[src/rtl/mem_access_ctrl_if.sv]
// Control-side request/response and memory-side bus of the load/store sequencer.
// The slave modport is the sequencer; the master modport is its environment.
interface mem_access_ctrl_if;
    logic        req;
    logic [2:0]  op;
    logic [31:0] addr;
    logic [31:0] wdata;
    logic [31:0] rdata;
    logic        done;
    logic        error;
    logic        busy;
    logic [31:0] mem_addr;
    logic [31:0] mem_wdata;
    logic        mem_wr;
    logic [31:0] mem_rdata;
    logic [1:0]  state_out;

    modport slave (
        input  req, op, addr, wdata, mem_rdata,
        output rdata, done, error, busy, mem_addr, mem_wdata, mem_wr, state_out
    );

    modport master (
        output req, op, addr, wdata, mem_rdata,
        input  rdata, done, error, busy, mem_addr, mem_wdata, mem_wr, state_out
    );
endinterface

[src/rtl/mem_access_ctrl.sv]
// Multicycle load/store sequencer: turns LW/LHU/LBU/SW/SH/SB into aligned word
// accesses, zero-extending loads and doing read-modify-write for sub-word stores.
module mem_access_ctrl #(
    parameter int READ_LAT = 1
) (
    input  logic             clk,
    input  logic             rst,
    mem_access_ctrl_if.slave bus
);
    localparam logic [2:0] OP_SB = 3'b101;
    localparam logic [2:0] OP_SH = 3'b110;
    localparam logic [2:0] OP_SW = 3'b100;

    typedef enum logic [1:0] {
        S_IDLE  = 2'd0,
        S_READ  = 2'd1,
        S_WRITE = 2'd2,
        S_DONE  = 2'd3
    } state_t;

    state_t      state_q, state_d;
    logic [1:0]  cnt_q, cnt_d;
    logic [2:0]  op_q, op_d;
    logic [1:0]  off_q, off_d;
    logic [15:0] wdata_q, wdata_d;
    logic [31:0] rdata_q, rdata_d;
    logic [31:0] mem_addr_q, mem_addr_d;
    logic [31:0] mem_wdata_q, mem_wdata_d;
    logic        error_q, error_d;

    logic        bad_req;
    logic [31:0] shifted;
    logic [31:0] load_word;
    logic [31:0] merged_word;

    // Illegal encodings plus word/half accesses not aligned to their size.
    assign bad_req = (bus.op[1:0] == 2'b11)
                  || (bus.op[1:0] == 2'b00 && bus.addr[1:0] != 2'b00)
                  || (bus.op[1:0] == 2'b10 && bus.addr[0]);

    assign shifted = bus.mem_rdata >> {off_q, 3'b000};

    always_comb begin
        load_word = bus.mem_rdata;
        case (op_q[1:0])
            2'b01:   load_word = {24'b0, shifted[7:0]};
            2'b10:   load_word = {16'b0, shifted[15:0]};
            default: load_word = bus.mem_rdata;
        endcase
    end

    // Each byte lane keeps the sampled memory byte unless the store targets it.
    genvar gi;
    generate
        for (gi = 0; gi < 4; gi++) begin : g_lane
            logic       lane_hit;
            logic [7:0] lane_src;
            assign lane_hit = (op_q == OP_SB && off_q == 2'(gi))
                           || (op_q == OP_SH && off_q[1] == 1'(gi / 2));
            assign lane_src = (op_q == OP_SB) ? wdata_q[7:0] : wdata_q[8*(gi%2) +: 8];
            assign merged_word[8*gi +: 8] = lane_hit ? lane_src : bus.mem_rdata[8*gi +: 8];
        end
    endgenerate

    always_comb begin
        state_d     = state_q;
        cnt_d       = cnt_q;
        op_d        = op_q;
        off_d       = off_q;
        wdata_d     = wdata_q;
        rdata_d     = rdata_q;
        mem_addr_d  = mem_addr_q;
        mem_wdata_d = mem_wdata_q;
        error_d     = error_q;
        case (state_q)
            S_IDLE: begin
                if (bus.req) begin
                    op_d       = bus.op;
                    off_d      = bus.addr[1:0];
                    wdata_d    = bus.wdata[15:0];
                    mem_addr_d = {bus.addr[31:2], 2'b00};
                    if (bad_req) begin
                        error_d = 1'b1;
                        rdata_d = '0;
                        state_d = S_DONE;
                    end else begin
                        error_d = 1'b0;
                        if (bus.op == OP_SW) begin
                            mem_wdata_d = bus.wdata;
                            state_d     = S_WRITE;
                        end else begin
                            cnt_d   = 2'(READ_LAT - 1);
                            state_d = S_READ;
                        end
                    end
                end
            end
            S_READ: begin
                if (cnt_q == 2'd0) begin
                    if (op_q[2]) begin
                        mem_wdata_d = merged_word;
                        state_d     = S_WRITE;
                    end else begin
                        rdata_d = load_word;
                        state_d = S_DONE;
                    end
                end else begin
                    cnt_d = cnt_q - 2'd1;
                end
            end
            S_WRITE: state_d = S_DONE;
            S_DONE:  state_d = S_IDLE;
            default: state_d = S_IDLE;
        endcase
    end

    always_ff @(posedge clk or posedge rst) begin
        if (rst) begin
            state_q     <= S_IDLE;
            cnt_q       <= '0;
            op_q        <= '0;
            off_q       <= '0;
            wdata_q     <= '0;
            rdata_q     <= '0;
            mem_addr_q  <= '0;
            mem_wdata_q <= '0;
            error_q     <= 1'b0;
        end else begin
            state_q     <= state_d;
            cnt_q       <= cnt_d;
            op_q        <= op_d;
            off_q       <= off_d;
            wdata_q     <= wdata_d;
            rdata_q     <= rdata_d;
            mem_addr_q  <= mem_addr_d;
            mem_wdata_q <= mem_wdata_d;
            error_q     <= error_d;
        end
    end

    // Status decoded straight from the state register so reset removes mem_wr at once.
    assign bus.rdata     = rdata_q;
    assign bus.done      = (state_q == S_DONE);
    assign bus.error     = (state_q == S_DONE) && error_q;
    assign bus.busy      = (state_q != S_IDLE);
    assign bus.mem_wr    = (state_q == S_WRITE);
    assign bus.mem_addr  = mem_addr_q;
    assign bus.mem_wdata = mem_wdata_q;
    assign bus.state_out = state_q;
endmodule

[src/flat_wrapper.sv]
// flat-port wrapper written by rule: the top's interface ports become plain ports
module mem_access_ctrl_flat 
#(
    parameter int READ_LAT = 1
)
  (clk, rst, bus_req, bus_op, bus_addr, bus_wdata, bus_mem_rdata, bus_rdata, bus_done, bus_error, bus_busy, bus_mem_addr, bus_mem_wdata, bus_mem_wr, bus_state_out);
  mem_access_ctrl_if bus_i ();
  input  logic clk;
  input  logic rst;
  input wire logic [$bits(bus_i.req)-1:0] bus_req;
  input wire logic [$bits(bus_i.op)-1:0] bus_op;
  input wire logic [$bits(bus_i.addr)-1:0] bus_addr;
  input wire logic [$bits(bus_i.wdata)-1:0] bus_wdata;
  input wire logic [$bits(bus_i.mem_rdata)-1:0] bus_mem_rdata;
  output wire logic [$bits(bus_i.rdata)-1:0] bus_rdata;
  output wire logic [$bits(bus_i.done)-1:0] bus_done;
  output wire logic [$bits(bus_i.error)-1:0] bus_error;
  output wire logic [$bits(bus_i.busy)-1:0] bus_busy;
  output wire logic [$bits(bus_i.mem_addr)-1:0] bus_mem_addr;
  output wire logic [$bits(bus_i.mem_wdata)-1:0] bus_mem_wdata;
  output wire logic [$bits(bus_i.mem_wr)-1:0] bus_mem_wr;
  output wire logic [$bits(bus_i.state_out)-1:0] bus_state_out;
  assign bus_i.req = bus_req;
  assign bus_i.op = bus_op;
  assign bus_i.addr = bus_addr;
  assign bus_i.wdata = bus_wdata;
  assign bus_i.mem_rdata = bus_mem_rdata;
  assign bus_rdata = bus_i.rdata;
  assign bus_done = bus_i.done;
  assign bus_error = bus_i.error;
  assign bus_busy = bus_i.busy;
  assign bus_mem_addr = bus_i.mem_addr;
  assign bus_mem_wdata = bus_i.mem_wdata;
  assign bus_mem_wr = bus_i.mem_wr;
  assign bus_state_out = bus_i.state_out;
  mem_access_ctrl #(.READ_LAT(READ_LAT)) u_core (.clk(clk), .rst(rst), .bus(bus_i));
endmodule
[config.mk]
export PLATFORM = sky130hd
export DESIGN_NAME = mem_access_ctrl_flat
export DESIGN_NICKNAME = d
export VERILOG_FILES = /design/src/rtl/mem_access_ctrl_if.sv /design/src/rtl/mem_access_ctrl.sv /design/src/flat_wrapper.sv
export SDC_FILE = /design/constraint.sdc
export NUM_CORES = 1
export LEC_CHECK = 0
export BUFFER_PORTS_ARGS = -buffer_cell sky130_fd_sc_hd__buf_4
export CORE_MARGIN = 2
export CORE_UTILIZATION = 45
export CTS_BUF_LIST = sky130_fd_sc_hd__clkbuf_8
export CTS_CLUSTER_DIAMETER = 50
export DETAILED_ROUTE_END_ITERATION = 8
export PLACE_DENSITY = 0.72
export SYNTH_ARGS = -nofsm -noshare
export SYNTH_HDL_FRONTEND = slang
export SYNTH_SLANG_ARGS = --single-unit
[constraint.sdc]
create_clock -name clk -period 5.43 [get_ports clk]
set_clock_uncertainty 0.15 [all_clocks]
set_input_delay 1.086 -clock clk [delete_from_list [all_inputs] [get_ports clk]]
set_output_delay 1.086 -clock clk [all_outputs]
set_load 0.01 [all_outputs]
==> metrics.cfg <==
[status]
outcome = completed

[synthesis]
synth.avg_cell_area_um2 = 11.9
post_synth_mux_area_share = 0.264
post_synth_inst_count = 532
adder_cell_area_share_of_the_yosys_netlist = 0.0138
synth.cell_area_um2 = 6350
synth_enable_flop_cells = 0
synth_top_family_by_area = multiplexers
seq_area_frac_synth = 0.473
synth.yosys.warnings = 0
synth_compound_area_frac = 0.125
synth-main-ff-cell = dfrtp_1
synthArstFlopShare = 1.00
synth_xor_area_frac = 0
synth_simple_gate_area_share = 0.0843
synth.distinct_cells = 51
ys_ff_latch = 120

[global_route]
grt_first_pass_wirelength_mm = 27.3
globalRoute.totalOverflow = 0
globalRouteTotalUtil = 0.240
initial_antenna_violation_count = 0
grt_pass1_vias = 5119
grt_max_degree = 88

[critical_path]
count_of_buffer_and_inverter_cells_on_the_critical_path = 3
path_cells = inv_1, ha_2, buf_4, a31oi_1, or2_1, buf_4, mux2_2
path_class = reg -> reg
critPathRequiredTime_ns = 5.61
startpoint_type = flop
arrival_ns = 3.56
worst_path_max_delay_cell = a31oi_1
cpLargestDelayFamily = compound AO/OA/AOI/OAI gates
crit_path_max_incr_delay_ns = 1.02
critical_path.most_common_cell = buf_4
timing.critical_path.to_type = flop
crit_path_max_fanout = 77

[timing]
slew_violations = 0
worst_slew_margin_rel = 0.222
fin_crit_ns = 3.38
rsz0062_at_grt = false
period_share = 0.623
setup_total_negative_slack_ns = 0
maximum_operating_frequency_ghz = 0.296
hold_viol = 0
finalWorstSetupSlack_ns = 2.05
setup_viol = 0
tightestPinTransition_ns = 1.17

[die]
num_rows = 43
die_h_um = 123
initial_utilization = 0.460
io_pins = 204
die_width_um = 123
dieArea_um2 = 15100
coreArea_um2 = 13800

[route]
post_drt_wl_per_cell_um = 19.5
drc = 0
drt-total-wl_mm = 17.8
detail_route.first_pass.iterations = 5
vias_after_detailed_routing = 5091
antenna_violating_nets_post_route = 0
dr.first_iter.drc_count = 387
drt-vias-per-instance = 5.58

[layout]
multi_input_area_um2 = 3110
area.sequential_um2 = 3000
layout_cell_share_with_drive_strength_beyond_1 = 0.451
final_nets = 828
most_frequent_standard_cell_in_the_layout_excluding_fill_and_tap_cells = buf_4
layout-area-overhead-vs-synth_pct = 31.6
n_fill_cell = 1140
num_antenna_cells = 0
highest_count_cells_in_the_layout_ignoring_fill_and_taps = buf_4, dfrtp_1, mux2i_1, mux2_2, nand2b_1
final_cell_area_um2 = 8360

[power]
share_seq_of_total_power = 0.328
power.ir.vdd_worst_uv = 320
power_frac_clock = 0.171
p_per_area_nw_per_um2 = 612
switching_power_w = 0.00197
power.combinational.fraction = 0.501
cell_internal_pwr_w = 0.00315
power_switching_share = 0.385
static-leakage-power_nw = 4.06
p_total_w = 0.00512

[placement]
post-dp-hpwl_mm = 13.1
port_buffers = 201
place_ws_ns = 2.07
postPlaceCellArea_um2 = 7930
routabilityCongestion = 0.896

[clock_tree]
cts_tree = yes
cts.path.max_buffers = 2
postCtsSetupRepairBufs = 0
clock_buffers_created_by_tritoncts = 17
clk_root_buffer_cell = clkbuf_8
cts_max_level = 4
worst_skew_pair.late_latency_ns = 0.44
post_cts_resized = 0
tritoncts_num_sinks = 120
post_cts_hold_buffer_count = 0
clock_pin_slew_on_the_worst_setup_and_hold_paths_ns = 0.08

[run]
maxCapViolCount = 0

[min_path]
hp-class = reg -> reg

## worst paths after layout
| check | start | to | slack [ns] | cells after the start |
|---|---|---|---|---|
| max | u_core.bus.state_out[1] | u_core.bus.mem_wdata[9] | 2.05 | 7 |
| min | u_core.error_q | u_core.error_q | 0.34 | 1 |
| max reg2reg | u_core.bus.state_out[1] | u_core.bus.mem_wdata[9] | 2.05 | 7 |
| min reg2reg | u_core.error_q | u_core.error_q | 0.34 | 1 |
| max in group asynchronous | rst | u_core.bus.mem_wdata[30] | 3.30 | 3 |
| min in group asynchronous | rst | u_core.bus.rdata[7] | 0.75 | 2 |
## logic make-up (layout without fill, tap and decap cells)
| kind of cell | after synthesis | after routing |
|---|---|---|
| AO/OA/AOI/OAI | 112 | 112 |
| adder cells (fa/ha/maj) | 7 | 7 |
| buffers and inverters | 49 | 248 |
| flip-flops | 120 | 120 |
| multiplexers | 148 | 148 |
| other | 1 | 2 |
| AND/OR/NAND/NOR | 95 | 95 |
## power groups by stage
stage / clock network [W] / logic (W) / registers (W)
final: 0.000876 / 0.00256 / 0.00168
after global routing: 0.000933 / 0.00277 / 0.00173
after CTS: 0.000890 / 0.00257 / 0.00167
after detailed placement: 0 / 0.00256 / 0.00168
after global placement: 0 / 0.00250 / 0.00166
after floorplan: 0 / 0.00158 / 0.00170
## cell type report
class | instances | share of cell area
clock buffer | 21 | 0.0346
clock inverter | 11 | 0.0174
inverter | 8 | 0.00389
timing repair buffer | 208 | 0.187
multi-input combinational | 364 | 0.371
sequential | 120 | 0.359
tap | 180 | 0.0269
## sequential cells by signal, indices dropped and copies added (netlist names), 2 cells and up
name	flops
u_core.cnt_q	2
u_core.wdata_q	16
u_core.op_q	3
u_core.bus.rdata	32
u_core.off_q	2
u_core.bus.mem_wdata	32
u_core.bus.mem_addr	30
u_core.bus.state_out	2
## metal layers
| layer | global-route usage | up-vias | share of wire |
|---|---|---|---|
| li1 | - | 2305 | - |
| met1 | 0.311 | 2522 | 0.42 |
| met2 | 0.388 | 226 | 0.48 |
| met3 | 0.0609 | 38 | 0.077 |
| met4 | 0.0912 | 0 | 0.023 |
| met5 | 0 | - | 0 |
## synthesized netlist by cell type (all sizes together) (2+ instances only)
cell type,number,area (um2)
dfrtp,120,3000
mux2,83,1020
mux2i,65,651
nand2b,25,156
nor2,24,90.1
o2bb2ai,24,210
clkbuf,22,85.1
a21oi,20,100
o21ai,20,104
buf,19,139
o31ai,17,128
and3,16,100
nand2,11,41.3
a211oi,8,60.1
a22oi,8,60.1
inv,8,30.0
ha,7,87.6
nor2b,6,37.5
a21o,3,22.5
a31oi,2,18.8
and2,2,12.5
nand3,2,10.0
o21bai,2,15.0
or2,2,12.5
## per-stage QoR
| stage | hold slack, ns | utilization | instances |
|---|---|---|---|
| final | 0.345 | 0.605 | 912 |
| after global routing | 0.369 | 0.605 | 912 |
| after CTS | 0.339 | 0.605 | 912 |
| after detailed placement | 0.311 | 0.573 | 880 |
| after global placement | 0.311 | 0.573 | 880 |
| after floorplan | 0.292 | - | 533 |
Note: power is estimated with default switching activity, not from simulation.
